[config.mk]
export PLATFORM = sky130hd
export DESIGN_NAME = intr_sched
export DESIGN_NICKNAME = d
export VERILOG_FILES = /design/src/rtl/intr_sched_pkg.sv /design/src/rtl/intr_sched_lfsr32.sv /design/src/rtl/intr_sched.sv
export SDC_FILE = /design/constraint.sdc
export NUM_CORES = 1
export LEC_CHECK = 0
export ABC_AREA = 1
export CAP_MARGIN = 30
export CORE_MARGIN = 4
export CORE_UTILIZATION = 64
export DETAILED_ROUTE_END_ITERATION = 16
export PLACE_DENSITY = 0.86
export SYNTH_ARGS = -nofsm -noshare
export SYNTH_HDL_FRONTEND = slang
export SYNTH_SLANG_ARGS = --single-unit
export TNS_END_PERCENT = 1
[constraint.sdc]
create_clock -name clk -period 8.7 [get_ports clk]
set_input_delay 1.305 -clock clk [delete_from_list [all_inputs] [get_ports clk]]
set_output_delay 1.305 -clock clk [all_outputs]
set_load 0.1 [all_outputs]
[src/rtl/intr_sched_pkg.sv]
// Shared types, constants and the source-select helper for the interrupt scheduler.
package intr_sched_pkg;

    typedef enum logic [1:0] {
        ST_IDLE   = 2'd0,
        ST_WAIT   = 2'd1,
        ST_ASSERT = 2'd2
    } state_e;

    // Bit positions of the irq lines towards the core
    localparam int IRQ_EXT = 0;
    localparam int IRQ_TMR = 1;
    localparam int IRQ_SW  = 2;

    // Galois feedback polynomial, applied when the bit shifted out is 1
    localparam logic [31:0] LFSR_TAPS = 32'h8020_0003;

    // Start at rnd mod 3 and rotate upward to the first enabled source.
    // An empty mask yields no source at all.
    function automatic logic [2:0] sel_src(input logic [1:0] rnd, input logic [2:0] mask);
        logic [1:0] idx;
        logic [2:0] res;
        res = 3'b000;
        idx = (rnd == 2'd3) ? 2'd0 : rnd;
        for (int k = 0; k < 3; k++) begin
            if (res == 3'b000 && mask[idx]) begin
                res[idx] = 1'b1;
            end
            idx = (idx == 2'd2) ? 2'd0 : idx + 2'd1;
        end
        return res;
    endfunction

endpackage

[src/rtl/intr_sched_lfsr32.sv]
// 32-bit right-shifting Galois LFSR; the all-zero lock-up seed is replaced by 1.
module lfsr32
    import intr_sched_pkg::*;
(
    input  logic        clk,
    input  logic        rst_n,
    input  logic [31:0] seed,
    input  logic        en,
    output logic [31:0] q
);

    logic [31:0] q_d;
    logic [31:0] q_q;
    logic [31:0] seed_safe;

    // seed is expected to be tied to a constant, so the reset value is static
    assign seed_safe = (seed == 32'h0) ? 32'h1 : seed;

    // Next state: shift right, fold taps back in when a 1 falls out
    always_comb begin
        q_d = q_q;
        if (en) begin
            q_d = {1'b0, q_q[31:1]} ^ (q_q[0] ? LFSR_TAPS : 32'h0);
        end
    end

    // State register
    // NOTE: flops are written with <= so every register samples pre-edge values
    always_ff @(posedge clk or negedge rst_n) begin
        if (!rst_n) begin
            q_q <= seed_safe;
        end else begin
            q_q <= q_d;
        end
    end

    assign q = q_q;

endmodule

[src/rtl/intr_sched.sv]
// Interrupt scheduler: waits a pseudo-random interval, raises one irq line,
// holds it until acked, then either chains another irq or goes quiet.
module intr_sched
    import intr_sched_pkg::*;
#(
    parameter logic [31:0] SEED     = 32'h1,
    parameter int unsigned MIN_WAIT = 10,
    parameter int unsigned CNT_W    = 20
) (
    input  logic        clk,
    input  logic        rst_n,
    input  logic        intr_en_i,
    input  logic [3:0]  cfg_intvl_i,
    input  logic [2:0]  src_mask_i,
    input  logic [2:0]  intr_ack_i,
    output logic [2:0]  irq_o,
    output logic        busy_o,
    output logic [31:0] irq_cnt_o
);

    state_e             state_d,   state_q;
    logic [CNT_W-1:0]   cnt_d,     cnt_q;
    logic [2:0]         irq_d,     irq_q;
    logic [31:0]        irq_cnt_d, irq_cnt_q;

    logic [31:0] rnd;
    logic [31:0] intvl_mask;
    logic [31:0] load_full;
    logic [2:0]  sel;
    logic        src_any;
    logic        ack_hit;
    logic [31:0] irq_cnt_inc;

    lfsr32 u_lfsr (
        .clk   (clk),
        .rst_n (rst_n),
        .seed  (SEED),
        .en    (1'b1),
        .q     (rnd)
    );

    // Interval load value and helper terms shared by the state logic
    always_comb begin
        intvl_mask  = (32'd1 << cfg_intvl_i) - 32'd1;
        load_full   = ((rnd & intvl_mask) + 32'd1) * 32'(MIN_WAIT);
        sel         = sel_src(rnd[1:0], src_mask_i);
        src_any     = (src_mask_i != 3'b000);
        ack_hit     = ((intr_ack_i & irq_q) != 3'b000);
        irq_cnt_inc = (irq_cnt_q == 32'hFFFF_FFFF) ? irq_cnt_q : irq_cnt_q + 32'd1;
    end

    // Scheduler next-state: IDLE arms the wait counter, WAIT counts down, ASSERT holds until ack
    // NOTE: every output gets a default first so no path can infer a latch
    always_comb begin
        state_d   = state_q;
        cnt_d     = cnt_q;
        irq_d     = irq_q;
        irq_cnt_d = irq_cnt_q;
        unique case (state_q)
            ST_IDLE: begin
                if (intr_en_i && cfg_intvl_i != 4'd0 && src_any) begin
                    state_d = ST_WAIT;
                    cnt_d   = load_full[CNT_W-1:0];
                end
            end
            ST_WAIT: begin
                if (!intr_en_i || !src_any) begin
                    state_d = ST_IDLE;
                    cnt_d   = '0;
                end else if (cnt_q == CNT_W'(1)) begin
                    state_d   = ST_ASSERT;
                    cnt_d     = '0;
                    irq_d     = sel;
                    irq_cnt_d = irq_cnt_inc;
                end else begin
                    cnt_d = cnt_q - CNT_W'(1);
                end
            end
            ST_ASSERT: begin
                if (ack_hit) begin
                    if (rnd[31] || !intr_en_i || !src_any) begin
                        state_d = ST_IDLE;
                        irq_d   = 3'b000;
                    end else begin
                        irq_d     = sel;
                        irq_cnt_d = irq_cnt_inc;
                    end
                end
            end
            default: begin
                state_d = ST_IDLE;
                cnt_d   = '0;
                irq_d   = 3'b000;
            end
        endcase
    end

    // Scheduler state registers
    always_ff @(posedge clk or negedge rst_n) begin
        if (!rst_n) begin
            state_q   <= ST_IDLE;
            cnt_q     <= '0;
            irq_q     <= 3'b000;
            irq_cnt_q <= 32'h0;
        end else begin
            state_q   <= state_d;
            cnt_q     <= cnt_d;
            irq_q     <= irq_d;
            irq_cnt_q <= irq_cnt_d;
        end
    end

    // The global enable masks the held irq without a register stage
    assign irq_o     = irq_q & {3{intr_en_i}};
    assign busy_o    = (state_q != ST_IDLE);
    assign irq_cnt_o = irq_cnt_q;

endmodule
# Yosys cells after proc, flatten, opt, wreduce, memory -nomap -nowiden
# Index checks and enable logic that the tools add are counted.
# Widths: inputs -> output; s select.
[totals]
mem_count = 0
regBits = 89
romBits = 0
wordCells = 105
latchBits = 0
ramBits = 0
[op_classes]
addsub = 6
eq_ne = 14
magnitude_cmp = 6
n_bitwise = 8
n_shift = 1
reduce_logical = 24
div = 0
mux = 40
mul = 1
[ops]
columns = ["operator", "count"]
rows = [
  ["$mux 32", 6],
  ["$add 32x1->32 const B", 2],
  ["$pmux 32 s2", 1],
  ["$mux 20", 3],
  ["$pmux 20 s3", 1],
  ["$and 32x32->32", 1],
  ["$eq 32x32->1 const B", 1],
  ["$mul 32x3->19 const B", 1],
  ["$shl 1x4->32 const A", 1],
  ["$sub 32x1->32 const B", 1],
  ["$xor 31x32->32", 1],
  ["$mux 3", 7],
  ["$eq 20x1->1 const B", 1],
  ["$sub 20x1->20 const B", 1],
  ["$mux 2", 8],
  ["$ne 2x2->1 const B", 6],
  ["$lt 2x3->1 const B", 3],
  ["$pmux 3 s3", 1],
  ["$eq 2x2->1 const B", 4],
  ["$reduce_and 4->1", 2],
  ["$logic_and 1x1->1", 7],
  ["$and 3x3->3", 2],
  ["$bmux 1 s2", 3],
  ["$demux 1 s2", 3],
  ["17 further kinds", 33],
]

# Logic depth before layout (Yosys ltp)
[depth]
ltp_word = 16
ltp_mapped = 29

# Worst setup path after synthesis
# OpenSTA, ideal clock, no wires.
[synth_path]
kind = "input -> register"
from = "input port cfg_intvl_i[2]"
to = "register cnt_q[16]"
required_time_ps = 8568
slack_ps = 4022
setup_ps = 132
arrival_ps = 4546
path_stages = 26
cell_sequence = "buf_4 -> inv_2 -> nand2_2 -> nor2_1 -> inv_1 -> ha_1 -> nor2_1 -> ha_1 -> nand2_2 -> nor2_1 -> nand4_2 -> nor2_4 -> nand2_1 -> xnor2_1 -> inv_1 -> ha_1 -> ha_1 -> nand2_1 -> nand2_1 -> inv_1 -> o21a_1 -> nand3_1 -> a21oi_1 -> a21oi_1 -> o21ai_1 -> o211ai_1"
[synth_via]
elab_chain_len = 7
[synth_lines]
columns = ["item", "line", "rtl"]
rows = [
  ["start, declared", "intr_sched.sv:13", "input logic [3:0] cfg_intvl_i,"],
  ["$shl 1x4->32", "intr_sched.sv:44", "intvl_mask = (32'd1 << cfg_intvl_i) - 32'd1;"],
  ["$sub 32x1->32", "intr_sched.sv:44", ""],
  ["$and 32x32->32", "intr_sched.sv:45", "load_full = ((rnd & intvl_mask) + 32'd1) * 32'(MIN_WAIT);"],
  ["$add 32x1->32", "intr_sched.sv:45", ""],
  ["$mul 32x3->19", "intr_sched.sv:45", ""],
  ["$mux 20", "intr_sched.sv:61", "if (intr_en_i && cfg_intvl_i != 4'd0 && src_any) begin"],
  ["$pmux 20 s3", "intr_sched.sv:59", "unique case (state_q)"],
  ["end signal, assigned", "intr_sched.sv:107", "cnt_q <= cnt_d;"],
  ["end, declared", "intr_sched.sv:22", "logic [CNT_W-1:0] cnt_d, cnt_q;"],
]
# Parallel ways exist; a longest one is shown, timed or not. The select of a mux whose other input is x is not followed.
# A chain may end at the register's enable or synchronous reset.

# Worst setup path after layout
[layout_path]
from = "input port cfg_intvl_i[1]"
to = "register cnt_q[19]"
# The elaborated chain is that of the path after synthesis.

==> metrics.md <==
| Metric | Value |
|---|---|
| Final setup vio count | 0 |
| CTS tree | built |
| Nets | 969 |
| Starting Density | 0.6592 |
| All-Layer GR Usage | 0.2991 |
| Synth Register Bits | 89 |
| Synth async-reset ratio | 1.000 |
| Critical path required time | 9030 ps |
| Final period util | 0.6199 |
| Actual slew at the worst max-slew pin | 984.5 ps |
| Static Leak | 3.693 nW |
| I/O Buffers | 48 |
| Most frequent cells in the layout | 234 x nand2_1, 95 x inv_1, 88 x dfrtp_1 |
| Syn-to-layout area delta | 12.85% |
| Pin count of the biggest net entering global routing | 83 |
| Initial DRC count | 390 |
| Synth warnings | 0 |
| DR pass1 iterations | 5 |
| CP Launch Type | primary input |
| Max incr delay on CP | 510 ps |
| Wirelength per Cell | 15.19 um |
| Critical Path AT | 5720 ps |
| Fillers | 753 |
| Final clock skew | 12.16 ps |
| Status | completed |
| # hold bufs at CTS | 0 |
| Hold Path Class | reg -> reg |
| Synthesized area per cell | 7.475 sq um |
| Worst hold margin | 354.8 ps |
| CTS Root Cell | clkbuf_8 |
| Antenna-violating nets left | 0 |
| RSZ-0062 raised after global routing | false |
| Max-cap violations | 0 |
| Clk_lat worst skew | 390 ps |
| CTS clk-pin slew, worst paths | 100 ps |
| Sequential Area | 2228 sq um |
| Post-Synthesis Cells | 862 |
| Post-synthesis cell type count | 52 |
| Max Fanout on Critical Path | 6 |
| CP endpoint kind | register |
| Fmax | 0.1854 GHz |
| PwrDens | 105.7 nW/um^2 |
| Fin. Hold Viols | 0 |
| DRC errors left | 0 |
| Clk sink count | 89 |
| Row Count | 36 |
| Total negative slack | 0 ps |
| Top_reg_cell synth | dfrtp_1 |
| First-pass GRT wire length | 27830 um |
| Multi-input logic area | 3757 sq um |
| Initial antenna violation count | 0 |
| Die width | 108.3 um |
| Mapped Area | 6444 sq um |
| Post-DP HPWL | 12140 um |
| Register area share after synthesis | 0.3458 |
| IO Pins | 49 |
| Worst IR Drop VDD | 0.1123 mV |
| RePlAce Congestion | 0.9897 |
| Grt total ovfl | 0 |
| Most common library cell in the layout ignoring fill and taps | nand2_1 |
| Core area | 9774 sq um |
| WP buf/inv | 4 |
| Top cell family by delay on the critical path | simple AND/OR/NAND/NOR gates |
| Vias per cell | 5.731 |
| Cell mode on critical path | nand2_1 |
| Vias in the first global route | 6113 |
| Slew HR | 0.3416 |
| Post-synth EDFFs | 0 |
| Vias | 6029 |
| H-tree lvl count | 3 |
| Slew Viols, Final | 0 |
| Total chip power | 768.5 uW |
| Chip height | 108.3 um |
| Critical path class | in -> reg |
| Post-CTS Setup Inserts | 0 |
| Number of diodes | 0 |
| CP max stage cell | clkdlybuf4s50_1 |
| Cts repair resizes | 0 |
| Fin crit period | 5393 ps |
| Die area | 11740 sq um |
| CTS Buf Count | 9 |
| Routed WL | 15990 um |
| Share of layout cells above drive strength 1 | 0.08487 |
| Clock buffer depth | 2 |
==> routing by layer <==
layer | global-route usage | up-vias | part of all wire
met5 | 0 | - | 0
met4 | 0.1253 | 0 | 0.031
met3 | 0.04776 | 45 | 0.055
met2 | 0.5124 | 210 | 0.50
met1 | 0.3765 | 2873 | 0.42
li1 | - | 2901 | -
==> registers in the layout (all words and copies together), names as in the netlist <==
name,flops
cnt_q,20
irq_cnt_o,32
irq_q,3
state_q,2
u_lfsr.q,32
==> metrics by stage <==
stage	util	setup WS, ps	std cells	instance area [sq um]
2_1_floorplan	-	4022	863	6447
3_3_place_gp	0.7186	3170	1035	7024
3_5_place_dp	0.7186	2958	1035	7024
4_1_cts	0.7412	3356	1051	7244
5_1_grt	0.7440	2852	1052	7272
6_report	0.7440	3307	1052	7272
==> layout make-up <==
type | instances | area share
flip-flops and latches | 89 | 0.3064
multi-input cells | 662 | 0.5167
repair buffers | 51 | 0.07158
inverters | 101 | 0.05213
clock inverters | 6 | 0.01136
well taps | 133 | 0.02288
clock buffers | 10 | 0.01893
==> cells in the mapped netlist (all sizes together), types with 2 or more instances <==
cell	instances	area [sq um]
o21a	3	22.52
nor3b	2	20.02
nor4	8	50.05
nand3	58	332.8
o22ai	4	25.02
dfrtp	88	2202
a21o	2	15.01
clkbuf	4	15.01
ha	41	513.0
nand4	23	156.4
a21oi	21	116.4
nor3	27	177.7
nand3b	4	30.03
o211ai	5	37.54
o221ai	2	17.52
xor2	40	357.8
or2	4	25.03
o21bai	2	15.01
o21ai	49	249.0
nor2	93	399.1
inv	100	375.4
xnor2	16	147.7
buf	7	67.56
nand2	252	1001
==> final timing paths <==
kind	start	to	slack [ps]	cells after the start
worst min register to register	u_lfsr.q[20]	u_lfsr.q[19]	350	0
min in group asynchronous	rst_n	cnt_q[15]	730	1
max in group asynchronous	rst_n	u_lfsr.q[0]	7160	3
worst max-delay path	cfg_intvl_i[1]	cnt_q[19]	3310	27
worst max register to register	u_lfsr.q[0]	cnt_q[19]	4930	22
worst min-delay path	u_lfsr.q[20]	u_lfsr.q[19]	350	0
==> logic make-up (layout without fill, tap and decap cells) <==
kind of cell,Yosys count,count (layout),share of synthesized area
simple gates,472,472,0.3412
fa+ha+maj,42,42,0.08272
buf+inv,112,168,0.07165
flops,89,89,0.3458
other cells,1,2,0.0005820
compound gates,90,90,0.07961
xor+xnor,56,56,0.07845
==> power breakdown <==
part	switching [mW]	internal [mW]
clock network	0.169	0.147
registers	0	0.413
logic	0.0261	0.0131
Note: power is estimated with default switching activity, not from simulation.
